<file path="src/rtl/light_sequence_monitor.sv">
// light_sequence_monitor: receiver-side checker for the {R,Y,G} light bus.
// Locks onto RED->GREEN->YELLOW->RED and checks one-hot encoding, phase order
// and per-phase dwell length. Reports phase, a sticky first-error code and a
// saturating count of completed sequences. Each *_CYCLES value must be 1..15
// because dwell is a 4-bit counter.
module light_sequence_monitor #(
   parameter int RED_CYCLES    = 11,
   parameter int GREEN_CYCLES  = 9,
   parameter int YELLOW_CYCLES = 4,
   parameter int CNT_W         = 8
) (
   input  logic             clk,
   input  logic             rst,
   input  logic [2:0]       light_in,
   input  logic             clr,
   output logic             locked,
   output logic [1:0]       phase,
   output logic [3:0]       dwell,
   output logic             err,
   output logic [1:0]       err_code,
   output logic [CNT_W-1:0] cycles_done
);

   localparam logic [2:0] RED    = 3'b100;
   localparam logic [2:0] YELLOW = 3'b010;
   localparam logic [2:0] GREEN  = 3'b001;

   localparam logic [3:0] RED_LEN    = 4'(RED_CYCLES);
   localparam logic [3:0] GREEN_LEN  = 4'(GREEN_CYCLES);
   localparam logic [3:0] YELLOW_LEN = 4'(YELLOW_CYCLES);

   localparam logic [1:0] E_NONE    = 2'b00;
   localparam logic [1:0] E_ILLEGAL = 2'b01;
   localparam logic [1:0] E_ORDER   = 2'b10;
   localparam logic [1:0] E_DWELL   = 2'b11;

   typedef enum logic [2:0] {
      S_SYNC,
      S_RED,
      S_GREEN,
      S_YELLOW,
      S_ERR
   } state_t;

   state_t           state_q, state_d;
   logic [2:0]       prev_q, prev_d;
   logic [3:0]       dwell_q, dwell_d;
   logic [1:0]       err_code_q, err_code_d;
   logic [CNT_W-1:0] cycles_q, cycles_d;

   // Colour bookkeeping for the tracked state currently held.
   logic [2:0] held_code;
   logic [2:0] succ_code;
   state_t     succ_state;
   logic [3:0] exp_len;
   logic       illegal;

   // State register: every piece of monitor state lives here.
   // NOTE: sequential state uses non-blocking assignments so all registers
   // update together from the same pre-edge values.
   always_ff @(posedge clk or posedge rst) begin
      if (rst) begin
         state_q    <= S_SYNC;
         prev_q     <= 3'b000;
         dwell_q    <= 4'd0;
         err_code_q <= E_NONE;
         cycles_q   <= '0;
      end else begin
         state_q    <= state_d;
         prev_q     <= prev_d;
         dwell_q    <= dwell_d;
         err_code_q <= err_code_d;
         cycles_q   <= cycles_d;
      end
   end

   // Next-state logic: clr, then ILLEGAL > ORDER > DWELL checks on each sample.
   // NOTE: every variable gets a default at the top so no path infers a latch.
   always_comb begin
      state_d    = state_q;
      prev_d     = prev_q;
      dwell_d    = dwell_q;
      err_code_d = err_code_q;
      cycles_d   = cycles_q;

      held_code  = RED;
      succ_code  = GREEN;
      succ_state = S_GREEN;
      exp_len    = RED_LEN;
      case (state_q)
         S_GREEN: begin
            held_code  = GREEN;
            succ_code  = YELLOW;
            succ_state = S_YELLOW;
            exp_len    = GREEN_LEN;
         end
         S_YELLOW: begin
            held_code  = YELLOW;
            succ_code  = RED;
            succ_state = S_RED;
            exp_len    = YELLOW_LEN;
         end
         default: ;
      endcase

      illegal = !(light_in == RED || light_in == YELLOW || light_in == GREEN);

      if (clr) begin
         state_d    = S_SYNC;
         prev_d     = 3'b000;
         dwell_d    = 4'd0;
         err_code_d = E_NONE;
      end else if (state_q == S_ERR) begin
         // Frozen until clr or rst; the bus is ignored.
      end else begin
         prev_d = light_in;
         if (illegal) begin
            state_d    = S_ERR;
            err_code_d = E_ILLEGAL;
         end else if (state_q == S_SYNC) begin
            // Attach point: a RED->GREEN edge is the only trusted phase start.
            if (light_in == GREEN && prev_q == RED) begin
               state_d = S_GREEN;
               dwell_d = 4'd1;
            end
         end else if (light_in == held_code) begin
            if (dwell_q == exp_len) begin
               state_d    = S_ERR;
               err_code_d = E_DWELL;
            end else begin
               dwell_d = dwell_q + 4'd1;
            end
         end else if (light_in != succ_code) begin
            state_d    = S_ERR;
            err_code_d = E_ORDER;
         end else if (dwell_q != exp_len) begin
            state_d    = S_ERR;
            err_code_d = E_DWELL;
         end else begin
            state_d = succ_state;
            dwell_d = 4'd1;
            if (state_q == S_YELLOW && cycles_q != {CNT_W{1'b1}}) begin
               cycles_d = cycles_q + 1'b1;
            end
         end
      end
   end

   // Output decode: outputs depend only on registered state.
   always_comb begin
      locked      = 1'b0;
      phase       = 2'b11;
      case (state_q)
         S_RED:    begin locked = 1'b1; phase = 2'b00; end
         S_GREEN:  begin locked = 1'b1; phase = 2'b01; end
         S_YELLOW: begin locked = 1'b1; phase = 2'b10; end
         default:  ;
      endcase
      dwell       = dwell_q;
      err         = (state_q == S_ERR);
      err_code    = err_code_q;
      cycles_done = cycles_q;
   end

endmodule
</file>
<file path="config.mk">
export PLATFORM = sky130hd
export DESIGN_NAME = light_sequence_monitor
export DESIGN_NICKNAME = d
export VERILOG_FILES = /design/src/rtl/light_sequence_monitor.sv
export SDC_FILE = /design/constraint.sdc
export NUM_CORES = 1
export LEC_CHECK = 0
export CORE_MARGIN = 8
export CORE_UTILIZATION = 48
export CTS_BUF_LIST = sky130_fd_sc_hd__clkbuf_8
export CTS_CLUSTER_DIAMETER = 200
export DETAILED_ROUTE_END_ITERATION = 16
export GPL_ROUTABILITY_DRIVEN = 0
export PLACE_DENSITY = 0.77
export SETUP_SLACK_MARGIN = 0.05
export SLEW_MARGIN = 0
export SYNTH_ARGS = -nofsm -noshare
export SYNTH_HDL_FRONTEND = slang
export SYNTH_SLANG_ARGS = --single-unit
</file>
<file path="constraint.sdc">
create_clock -name clk -period 2.4 [get_ports clk]
set_clock_uncertainty 0.2 [all_clocks]
set_input_delay 0.36 -clock clk [delete_from_list [all_inputs] [get_ports clk]]
set_output_delay 0.36 -clock clk [all_outputs]
set_load 0.1 [all_outputs]
</file>
==> results.md <==
- IO Port Bufs: 23
- Initial antenna violation count: 0
- Final Util: 0.721
- Kind of start point of the critical path: flip-flop
- Met2 routed WL: 1.75 mm
- Initial DRC count: 64
- Top FF cell, synth: dfrtp_1
- Area added between synthesis and finish: 40.9%
- Register bit count reported by yosys: 20
- Slew headroom: 0.756
- N_diodes: 0
- Setup Crit Path Kind: reg2reg
- Post-Syn Area: 1280 um2
- Largest fanout on the critical path: 5
- Largest net degree at the start of global routing: 21
- TritonCTS Buffers: 3
- P per Cell Area: 540 nW/um2
- Die area: 4580 um2
- Top-count cell post-synth: dfrtp_1
- 1st-pass router iterations: 4
- Clock sink count: 20
- Insertion delay to the later sink of the worst-skew pair: 0.26 ns
- Fin crit share: 0.958
- Fin. Hold Viols: 0
- Residual DRC: 0
- DR vias: 1280
- Post-synth EDFFs: 0
- Top Ports: 24
- DR WL/cell: 16.8 um
- Die H: 67.6 um
- Starting density of the core: 0.512
- Clock tree buffer depth: 2
- Crit path DAT: 2.23 ns
- # hold bufs at CTS: 0
- Row count: 18
- First-pass GRT wire length: 5.94 mm
- All-Layer GR Usage: 0.162
- Max-slew violation count: 0
- Deepest level of the CTS H-tree: 1
- Post-Layout Cell Count: 212
- Unrepaired setup endpoints after global routing: true
- Vias in the first global route: 1281
- Root cell of the clock tree: clkbuf_8
- Final HPWL DP: 2.44 mm
- Synth Warn #: 0
- Reg area: 509 um2
- CP endpoint kind: flip-flop
- Top post-synthesis cells by area: dfrtp_1 39%, nand2_1 4.1%, xnor2_1 4.1%
- Post-route minimum period: 2.30 ns
- Max_cap viols: 0
- Ratio of cells with drive above 1 in the final layout: 0.363
- Sequential share of the synthesized area: 0.391
- Fillcell total: 196
- Core area: 2500 um2
- Met1 WL: 1.58 mm
- Post-Synthesis Cells: 141
- Remaining Overflow, GRT: 0
- Multi-input gate area: 778 um2
- Max VDD drop: 0.466 mV
- Post-Place Cells: 204
- Area leader, netlist: dfrtp_1
- Status: finished clean
- # setup viols final: 0
- Routed met3 length: 206 um
- WP data required: 2.33 ns
- Via density: 6.04
- Post-synth ARST share: 1.00
- Max Fclk: 435 MHz
- Hold crit path type: in2async
- Routed wire length: 3.57 mm
- Leakage power total: 0.849 nW
- Top cells by instance count after synthesis: 20 x dfrtp_1, 14 x nand2_1, 8 x nor2_1
- Worst path max stage delay: 0.38 ns
- Max Used Layer: met4
- Syn_area_per_cell: 9.08 um2
- Distinct cells, synth: 48
- Clock Pin Slew Worst Setup and Hold Paths: 0.08 ns
- Worst-margin pin slew: 0.365 ns
- Worst path slowest cell: dfrtp_1
- Mapped Nets: 149
- Crit path cell chain: or3b_1 > a211o_1 > a21boi_2 > mux2_4 > nor4_2 > a211oi_1
- Die X: 67.6 um
- Final net count: 191
- Top cell type's share of synthesized area: 0.391
- ANT nets after route: 0
- CTS tree: done
where the power goes:
| group | total [mW] | switching, mW | internal [mW] |
|---|---|---|---|
| Combinational | 0.272 | 0.172 | 0.0994 |
| Sequential | 0.364 | 0.0127 | 0.351 |
| Clock | 0.339 | 0.116 | 0.223 |
| Total | 0.974 | 0.301 | 0.673 |
layout make-up:
class	count	share of cell area
timing repair buffer	43	0.211
tap	30	0.0208
sequential	20	0.282
multi-input combinational	108	0.432
clock inverter	1	0.0167
clock buffer	3	0.0229
inverter	7	0.0146
layout by cell type, fill, tap and decap left out, types with 2 or more instances in the layout:
cell	count
buf_4	34
nand2_1	14
dfrtp_1	13
inv_1	7
a21oi_1	7
dfrtp_2	7
nor2_1	6
xnor2_1	6
nand4_1	5
nand3_1	4
nor3b_1	4
nor4b_1	3
and3_1	3
o21ai_0	3
clkbuf_8	3
buf_12	3
nand3b_1	2
and3b_1	2
nor2_2	2
nand2b_1	2
a211o_1	2
nor2b_1	2
xor2_1	2
a211oi_2	2
or3_1	2
mux2_4	2
o21ai_1	2
a211oi_1	2
ha_1	2
clkdlybuf4s50_1	2
dlymetal6s2s_1	2
logic make-up (layout without fill, tap and decap cells):
logic type               after synthesis  after routing  synth area share
AO/OA/AOI/OAI                         31             31             0.174
XOR/XNOR                               8              8            0.0547
adder cells (fa/ha/maj)                2              2            0.0195
buffers and inverters                 13             54            0.0411
flip-flops                            20             20             0.391
multiplexers                           5              5            0.0420
AND/OR/NAND/NOR                       62             62             0.278
worst max-delay path, delay by kind of cell (launching register included):
kind | cells | cell delay (ns)
compound gates | 3 | 0.62
flops | 1 | 0.38
mux | 1 | 0.32
simple gates | 2 | 0.64
state kept, by name, summed over array words and instances (netlist names):
register / cells
cycles_done: 8
dwell: 4
prev_q: 3
state_q: 3
err_code: 2
repair_timing:
item	CTS	global route
setup endpoints to repair	6	17
gates resized for setup	7	10
setup buffers	2	2
pin swaps	6	6
layer usage:
layer,GRT usage,up-vias
met2,0.275,47
met5,0,-
met4,0.0574,0
met1,0.204,634
met3,0.0248,5
li1,-,594
per-stage QoR:
stage | instance area, um2 | setup slack (ns) | power, mW | TNS, ns | hold slack (ns)
4_1_cts | 1760 | 0.0450 | 0.968 | 0 | 0.219
3_5_place_dp | 1650 | -0.300 | 0.621 | -2.81 | 0.278
2_1_floorplan | 1290 | 0.0521 | 0.534 | 0 | 0.123
5_1_grt | 1800 | 0.0478 | 1.01 | 0 | 0.242
3_3_place_gp | 1650 | -0.251 | 0.617 | -2.33 | 0.275
6_report | 1800 | 0.101 | 0.974 | 0 | 0.216
path summary, 6_finish.rpt:
| check | slack (ns) | cells after the start | start | to |
|---|---|---|---|---|
| setup reg to reg | 0.10 | 6 | state_q[0] | dwell[0] |
| min in group clk | 0.29 | 1 | cycles_done[4] | cycles_done[4] |
| hold reg to reg | 0.29 | 1 | cycles_done[4] | cycles_done[4] |
| max in group asynchronous | 1.56 | 3 | rst | dwell[0] |
| hold / removal | 0.22 | 3 | rst | cycles_done[3] |
| setup / recovery | 0.10 | 6 | state_q[0] | dwell[0] |
Note: power is estimated with default switching activity, not from simulation.
